**src/rtl/gate_delay_meter.sv**
```systemverilog
// Propagation-delay monitor for a 2-input AND cell: counts cycles from an input edge until the
// observed output follows, and keeps rise/fall last/min/max/count statistics.
module gate_delay_meter #(
  parameter int unsigned CNT_W   = 8,
  parameter int unsigned MAX_DLY = 255,
  parameter int unsigned EVT_W   = 16
) (
  input  logic             clk,
  input  logic             rst_n,
  input  logic             i_en,
  input  logic             i_clr,
  input  logic             i_in_a,
  input  logic             i_in_b,
  input  logic             i_dut_z,
  output logic             o_busy,
  output logic             o_meas_valid,
  output logic             o_meas_is_rise,
  output logic [CNT_W-1:0] o_rise_last,
  output logic [CNT_W-1:0] o_rise_min,
  output logic [CNT_W-1:0] o_rise_max,
  output logic [CNT_W-1:0] o_fall_last,
  output logic [CNT_W-1:0] o_fall_min,
  output logic [CNT_W-1:0] o_fall_max,
  output logic [EVT_W-1:0] o_rise_cnt,
  output logic [EVT_W-1:0] o_fall_cnt,
  output logic [EVT_W-1:0] o_abort_cnt,
  output logic             o_timeout_err
);

  localparam logic [1:0]       StIdle     = 2'd0;
  localparam logic [1:0]       StWaitRise = 2'd1;
  localparam logic [1:0]       StWaitFall = 2'd2;
  localparam logic [CNT_W-1:0] CntMax     = CNT_W'(MAX_DLY);
  localparam logic [CNT_W-1:0] DlyOnes    = '1;
  localparam logic [EVT_W-1:0] EvtOnes    = '1;

  logic [1:0]       r_state;
  logic [CNT_W-1:0] r_cnt;
  logic             r_exp_q;
  logic             r_meas_valid;
  logic             r_meas_is_rise;
  logic [CNT_W-1:0] r_rise_last, r_rise_min, r_rise_max;
  logic [CNT_W-1:0] r_fall_last, r_fall_min, r_fall_max;
  logic [EVT_W-1:0] r_rise_cnt, r_fall_cnt, r_abort_cnt;
  logic             r_timeout_err;

  logic             w_exp;
  logic             w_target;
  logic             w_start;
  logic             w_rec;
  logic             w_rec_rise;
  logic [CNT_W-1:0] w_rec_dly;
  logic             w_abort;
  logic             w_timeout;
  logic [1:0]       w_state_d;
  logic [CNT_W-1:0] w_cnt_d;

  assign w_exp    = i_in_a & i_in_b;
  assign w_target = (r_state == StWaitRise);

  always_comb begin
    w_start    = 1'b0;
    w_rec      = 1'b0;
    w_rec_rise = 1'b0;
    w_rec_dly  = '0;
    w_abort    = 1'b0;
    w_timeout  = 1'b0;
    w_state_d  = r_state;
    w_cnt_d    = r_cnt;

    if (r_state == StIdle) begin
      w_start = i_en && (w_exp != r_exp_q);
    end else if (i_en && (w_exp != w_target)) begin
      // Retrigger beats timeout; a same-cycle match still closes the old measurement.
      if (i_dut_z == w_target) begin
        w_rec      = 1'b1;
        w_rec_rise = w_target;
        w_rec_dly  = r_cnt;
      end else begin
        w_abort = 1'b1;
      end
      w_start = 1'b1;
    end else if (i_dut_z == w_target) begin
      w_rec      = 1'b1;
      w_rec_rise = w_target;
      w_rec_dly  = r_cnt;
      w_state_d  = StIdle;
      w_cnt_d    = '0;
    end else if (r_cnt == CntMax) begin
      w_timeout = 1'b1;
      w_state_d = StIdle;
      w_cnt_d   = '0;
    end else begin
      w_cnt_d = r_cnt + CNT_W'(1);
    end

    if (w_start) begin
      if (i_dut_z == w_exp) begin
        w_rec      = 1'b1;
        w_rec_rise = w_exp;
        w_rec_dly  = '0;
        w_state_d  = StIdle;
        w_cnt_d    = '0;
      end else begin
        w_state_d = w_exp ? StWaitRise : StWaitFall;
        w_cnt_d   = CNT_W'(1);
      end
    end
  end

  always_ff @(posedge clk or negedge rst_n) begin
    if (!rst_n) begin
      r_state        <= StIdle;
      r_cnt          <= '0;
      r_exp_q        <= 1'b0;
      r_meas_valid   <= 1'b0;
      r_meas_is_rise <= 1'b0;
      r_rise_last    <= '0;
      r_rise_min     <= DlyOnes;
      r_rise_max     <= '0;
      r_fall_last    <= '0;
      r_fall_min     <= DlyOnes;
      r_fall_max     <= '0;
      r_rise_cnt     <= '0;
      r_fall_cnt     <= '0;
      r_abort_cnt    <= '0;
      r_timeout_err  <= 1'b0;
    end else if (i_clr) begin
      r_state       <= StIdle;
      r_cnt         <= '0;
      r_exp_q       <= w_exp;
      r_meas_valid  <= 1'b0;
      r_rise_last   <= '0;
      r_rise_min    <= DlyOnes;
      r_rise_max    <= '0;
      r_fall_last   <= '0;
      r_fall_min    <= DlyOnes;
      r_fall_max    <= '0;
      r_rise_cnt    <= '0;
      r_fall_cnt    <= '0;
      r_abort_cnt   <= '0;
      r_timeout_err <= 1'b0;
    end else begin
      r_state      <= w_state_d;
      r_cnt        <= w_cnt_d;
      r_exp_q      <= w_exp;
      r_meas_valid <= w_rec;
      if (w_rec) begin
        r_meas_is_rise <= w_rec_rise;
        if (w_rec_rise) begin
          r_rise_last <= w_rec_dly;
          if (w_rec_dly < r_rise_min) r_rise_min <= w_rec_dly;
          if (w_rec_dly > r_rise_max) r_rise_max <= w_rec_dly;
          if (r_rise_cnt != EvtOnes) r_rise_cnt <= r_rise_cnt + EVT_W'(1);
        end else begin
          r_fall_last <= w_rec_dly;
          if (w_rec_dly < r_fall_min) r_fall_min <= w_rec_dly;
          if (w_rec_dly > r_fall_max) r_fall_max <= w_rec_dly;
          if (r_fall_cnt != EvtOnes) r_fall_cnt <= r_fall_cnt + EVT_W'(1);
        end
      end
      if (w_abort && (r_abort_cnt != EvtOnes)) r_abort_cnt <= r_abort_cnt + EVT_W'(1);
      if (w_timeout) r_timeout_err <= 1'b1;
    end
  end

  assign o_busy         = (r_state != StIdle);
  assign o_meas_valid   = r_meas_valid;
  assign o_meas_is_rise = r_meas_is_rise;
  assign o_rise_last    = r_rise_last;
  assign o_rise_min     = r_rise_min;
  assign o_rise_max     = r_rise_max;
  assign o_fall_last    = r_fall_last;
  assign o_fall_min     = r_fall_min;
  assign o_fall_max     = r_fall_max;
  assign o_rise_cnt     = r_rise_cnt;
  assign o_fall_cnt     = r_fall_cnt;
  assign o_abort_cnt    = r_abort_cnt;
  assign o_timeout_err  = r_timeout_err;

endmodule

```
**config.mk**
```make
export PLATFORM = sky130hd
export DESIGN_NAME = gate_delay_meter
export DESIGN_NICKNAME = d
export VERILOG_FILES = /design/src/rtl/gate_delay_meter.sv
export SDC_FILE = /design/constraint.sdc
export NUM_CORES = 1
export LEC_CHECK = 0
export BUFFER_PORTS_ARGS = -buffer_cell sky130_fd_sc_hd__buf_2
export CORE_MARGIN = 8
export CORE_UTILIZATION = 30
export CTS_BUF_LIST = sky130_fd_sc_hd__clkbuf_4 sky130_fd_sc_hd__clkbuf_8 sky130_fd_sc_hd__clkbuf_16
export DETAILED_ROUTE_END_ITERATION = 10
export GPL_ROUTABILITY_DRIVEN = 1
export GPL_TIMING_DRIVEN = 0
export PLACE_DENSITY = 0.5
export SLEW_MARGIN = 0
export SYNTH_ARGS = -nofsm -noshare
export SYNTH_HDL_FRONTEND = slang
export SYNTH_SLANG_ARGS = --single-unit
export TNS_END_PERCENT = 100
```
**constraint.sdc**
```tcl
create_clock -name clk -period 5.3 [get_ports clk]
set_clock_uncertainty 0.2 [all_clocks]
set_input_delay 1.06 -clock clk [delete_from_list [all_inputs] [get_ports clk]]
set_output_delay 1.06 -clock clk [all_outputs]
set_load 0.02 [all_outputs]
```
==> impl_results.rst <==
.. list-table::
   :header-rows: 1

   * - Metric
     - Value
   * - Mapped Area
     - 6140 um^2
   * - Sequential power share
     - 51.0%
   * - Post-synth EDFFs
     - 0
   * - Crit Path Class
     - input pin to flip-flop
   * - First-pass GRT wire length
     - 29600 um
   * - Vias in the first global route
     - 5376
   * - Tot Pwr
     - 0.00170 W
   * - Die Area
     - 25300 um^2
   * - Part of the total power dissipated in combinational logic
     - 7.9%
   * - Critical Path Fanout Max
     - 9
   * - Clock transition at the registers of the reported paths
     - 70 ps
   * - Antenna-violating nets left
     - 0
   * - Chip width
     - 159 um
   * - Critical path startpoint category
     - input pin
   * - CTS sink cnt
     - 110
   * - Final nets
     - 821
   * - Setup violation total in the final timing report
     - 0
   * - Data required time at the worst endpoint
     - 5380 ps
   * - Routed wire length
     - 18200 um
   * - Peak supply drop
     - 0.000158 V
   * - Min Clock Period, post-route
     - 4820 ps
   * - Buffer depth of the longest clock path
     - 2
   * - First-iteration detailed-routing DRC count
     - 194
   * - Syn Area/Cell
     - 9.31 um^2
   * - Post-synthesis cell count
     - 660
   * - Layer carrying the most global-route usage
     - met2
   * - Count of final hold-check violations
     - 0
   * - Pin count of the biggest net entering global routing
     - 73
   * - Number of detailed-routing iterations run before antenna repair
     - 5
   * - Most area-consuming cells after synthesis
     - dfrtp_1 (38%), ha_1 (7.1%), dfstp_2 (6.8%), nor2_1 (5.7%), nand2_1 (3.5%)
   * - Final cycle utilization of the critical path
     - 91.0%
   * - Cell leakage power
     - 3.59 nW
   * - Die height
     - 159 um
   * - Initial Utilization
     - 30.5%
   * - Antenna violations before repair
     - 1
   * - CORE AREA
     - 20200 um^2
   * - Final weighted congestion in routability-driven placement
     - 0.764
   * - Design internal power
     - 0.00128 W
   * - Count of input and output buffers
     - 105
   * - Area overhead of the layout relative to synthesis
     - 20.2%
   * - Kind of capture point of the worst setup path
     - flip-flop
   * - Fraction of met3 tracks used by global routing
     - 4.34%
   * - Number of max-cap violations
     - 0
   * - Outcome
     - completed
   * - Max H-tree Level
     - 3
   * - Achievable clock frequency
     - 207 MHz
   * - Synthesis warning total
     - 0
   * - Seq/Total Area, Yosys
     - 45.1%
   * - Share of final-layout standard cells stronger than drive strength 1
     - 20.3%
   * - Final Worst Setup Slack
     - 476 ps
   * - Final-report max-slew violation count
     - 0
   * - Power Dens Cells
     - 231 nW/um^2
   * - Number of diodes
     - 0
   * - # IOs
     - 107
   * - Worst path arrival time
     - 4900 ps
   * - Library cell occupying the most area in the post-synthesis netlist
     - dfrtp_1
   * - Clock power frac
     - 41.1%
   * - Library cell used as clock root buffer
     - clkbuf_16
   * - DR vias/cell
     - 4.99
   * - Total routing resource utilization after global routing
     - 14.4%
   * - Share of the synthesized area in the top cell type
     - 38.3%
   * - Row count
     - 52
   * - Half-perimeter wire length after placement
     - 13300 um
   * - Share of async-settable or async-resettable flops after synthesis
     - 100%
   * - GR met2 Demand/Resource
     - 22.1%
   * - Top library cells by usage in the layout, fill and taps aside
     - buf_2 (109), dfrtp_1 (94), nor2_1 (93), nand2_1 (57), inv_1 (48)
   * - Synthesized flop and latch total
     - 110
   * - Post-Syn Nets
     - 702
   * - Most frequent standard cell in the layout excluding fill and tap cells
     - buf_2
   * - Total overflow reported by the global router
     - 0
   * - Via count
     - 5258
   * - Per-cell routed wire length
     - 17.2 um
   * - Fill cell count
     - 2145
   * - Met1 usage in global routing
     - 19.4%
   * - DRC violations left
     - 0
   * - Worst-margin pin slew
     - 1130 ps
   * - Dpl ws
     - -224 ps
   * - Synth cell types
     - 60
   * - Net switching component of the power
     - 0.000429 W
   * - Switching Fraction
     - 25.2%
   * - Worst min path class
     - flip-flop to flip-flop
   * - TritonCTS clock tree
     - built
   * - Finished Core Util
     - 36.6%
   * - Slew HR
     - 24.3%
   * - Clock buffers created by TritonCTS
     - 9
   * - Primary flip-flop cell chosen by synthesis mapping
     - dfrtp_1
   * - Skew-Pair Late Insertion Delay
     - 360 ps
==> state kept, by name, indices dropped and copies added (netlist names), 2 cells and up <==
name,cells
o_abort_cnt,16
o_fall_cnt,16
o_fall_last,8
o_fall_max,8
o_fall_min,8
o_rise_cnt,16
o_rise_last,8
o_rise_max,8
o_rise_min,8
r_cnt,8
r_state,2
==> critical path, stage by stage <==
cell and delay, ps:
buf_2 120, and2_1 140, buf_2 160, ha_1 340, nand2_1 190, o31a_1 160
clkbuf_1 380, nand2_1 240, inv_1 260, ha_1 290, a211oi_1 200, o21ai_0 110
a221oi_1 470, nor2_1 190, o31ai_4 430, o2bb2ai_1 170
==> cells in the mapped netlist (18+ instances only) <==
library cell	instances
ha_1	35
dfrtp_1	94
inv_1	48
o21ai_0	25
nand3_1	24
nor2_1	93
nand2_1	57
a21oi_1	41
mux2i_1	18
xnor2_1	18
==> cell families after synthesis <==
logic type,count (synthesis),share of synthesized area [%]
adder cells (fa/ha/maj),35,7.13
AO/OA/AOI/OAI,128,14.9
flip-flops,110,45.1
multiplexers,20,3.30
XOR/XNOR,33,4.70
buffers and inverters,70,4.40
AND/OR/NAND/NOR,264,20.4
==> final cells by class <==
cell class,count,area [um^2],share of cell area [%]
Buffer,21,85.1,1.15
Timing Repair Buffer,108,587,7.95
Multi-Input combinational cell,480,3120,42.3
Tap cell,270,338,4.57
Sequential cell,110,2770,37.5
Clock buffer,11,246,3.34
Inverter,49,185,2.51
Clock inverter,5,48.8,0.661
==> metrics by stage <==
| step | instances | instance area, um^2 | setup TNS, ps | hold slack (ps) |
|---|---|---|---|---|
| finish | 1054 | 7380 | 0 | 315 |
| CTS | 1052 | 7340 | 0 | 321 |
| floorplan | 660 | 6140 | 0 | 299 |
| detailed placement | 1036 | 7040 | -2480 | 302 |
| global placement | 1035 | 7010 | -1180 | 272 |
| global route | 1054 | 7380 | -38.4 | 335 |
==> worst paths after layout <==
path | startpoint | endpoint | slack [ps] | depth (start not counted)
min | o_timeout_err$_DFFE_PN0P_ | o_timeout_err$_DFFE_PN0P_ | 310 | 2
max in group asynchronous | rst_n | o_fall_min[3]$_DFFE_PN1P_ | 3770 | 2
min reg2reg | o_timeout_err$_DFFE_PN0P_ | o_timeout_err$_DFFE_PN0P_ | 310 | 2
max | i_in_a | o_fall_max[7]$_DFFE_PN0P_ | 480 | 16
max reg2reg | r_state[1]$_DFFE_PN0P_ | o_fall_max[7]$_DFFE_PN0P_ | 760 | 14
min in group asynchronous | rst_n | o_rise_max[4]$_DFFE_PN0P_ | 400 | 1
==> routing by layer <==
layer,share of wire (%),up-vias
li1,-,2572
met1,49,2526
met2,44,139
met3,6.0,19
met4,1.6,2
met5,0.055,-
==> power by group through the flow <==
| stage | clock network (W) | registers (W) | logic (W) |
|---|---|---|---|
| 3_5_place_dp | 0 | 0.000886 | 0.000136 |
| 5_1_grt | 0.000755 | 0.000872 | 0.000152 |
| 2_1_floorplan | 0 | 0.000892 | 0.0000638 |
| 4_1_cts | 0.000727 | 0.000869 | 0.000136 |
| 6_report | 0.000699 | 0.000870 | 0.000135 |
| 3_3_place_gp | 0 | 0.000886 | 0.000132 |
==> timing repair <==
item / CTS / global route
buffers inserted: 0 / 2
endpoints found under the setup margin: 0 / 22
resized for setup: 0 / 3
hold endpoints to repair: 0 / 0
hold buffers: 0 / 0
No activity file was read; power rests on OpenSTA's default activity.
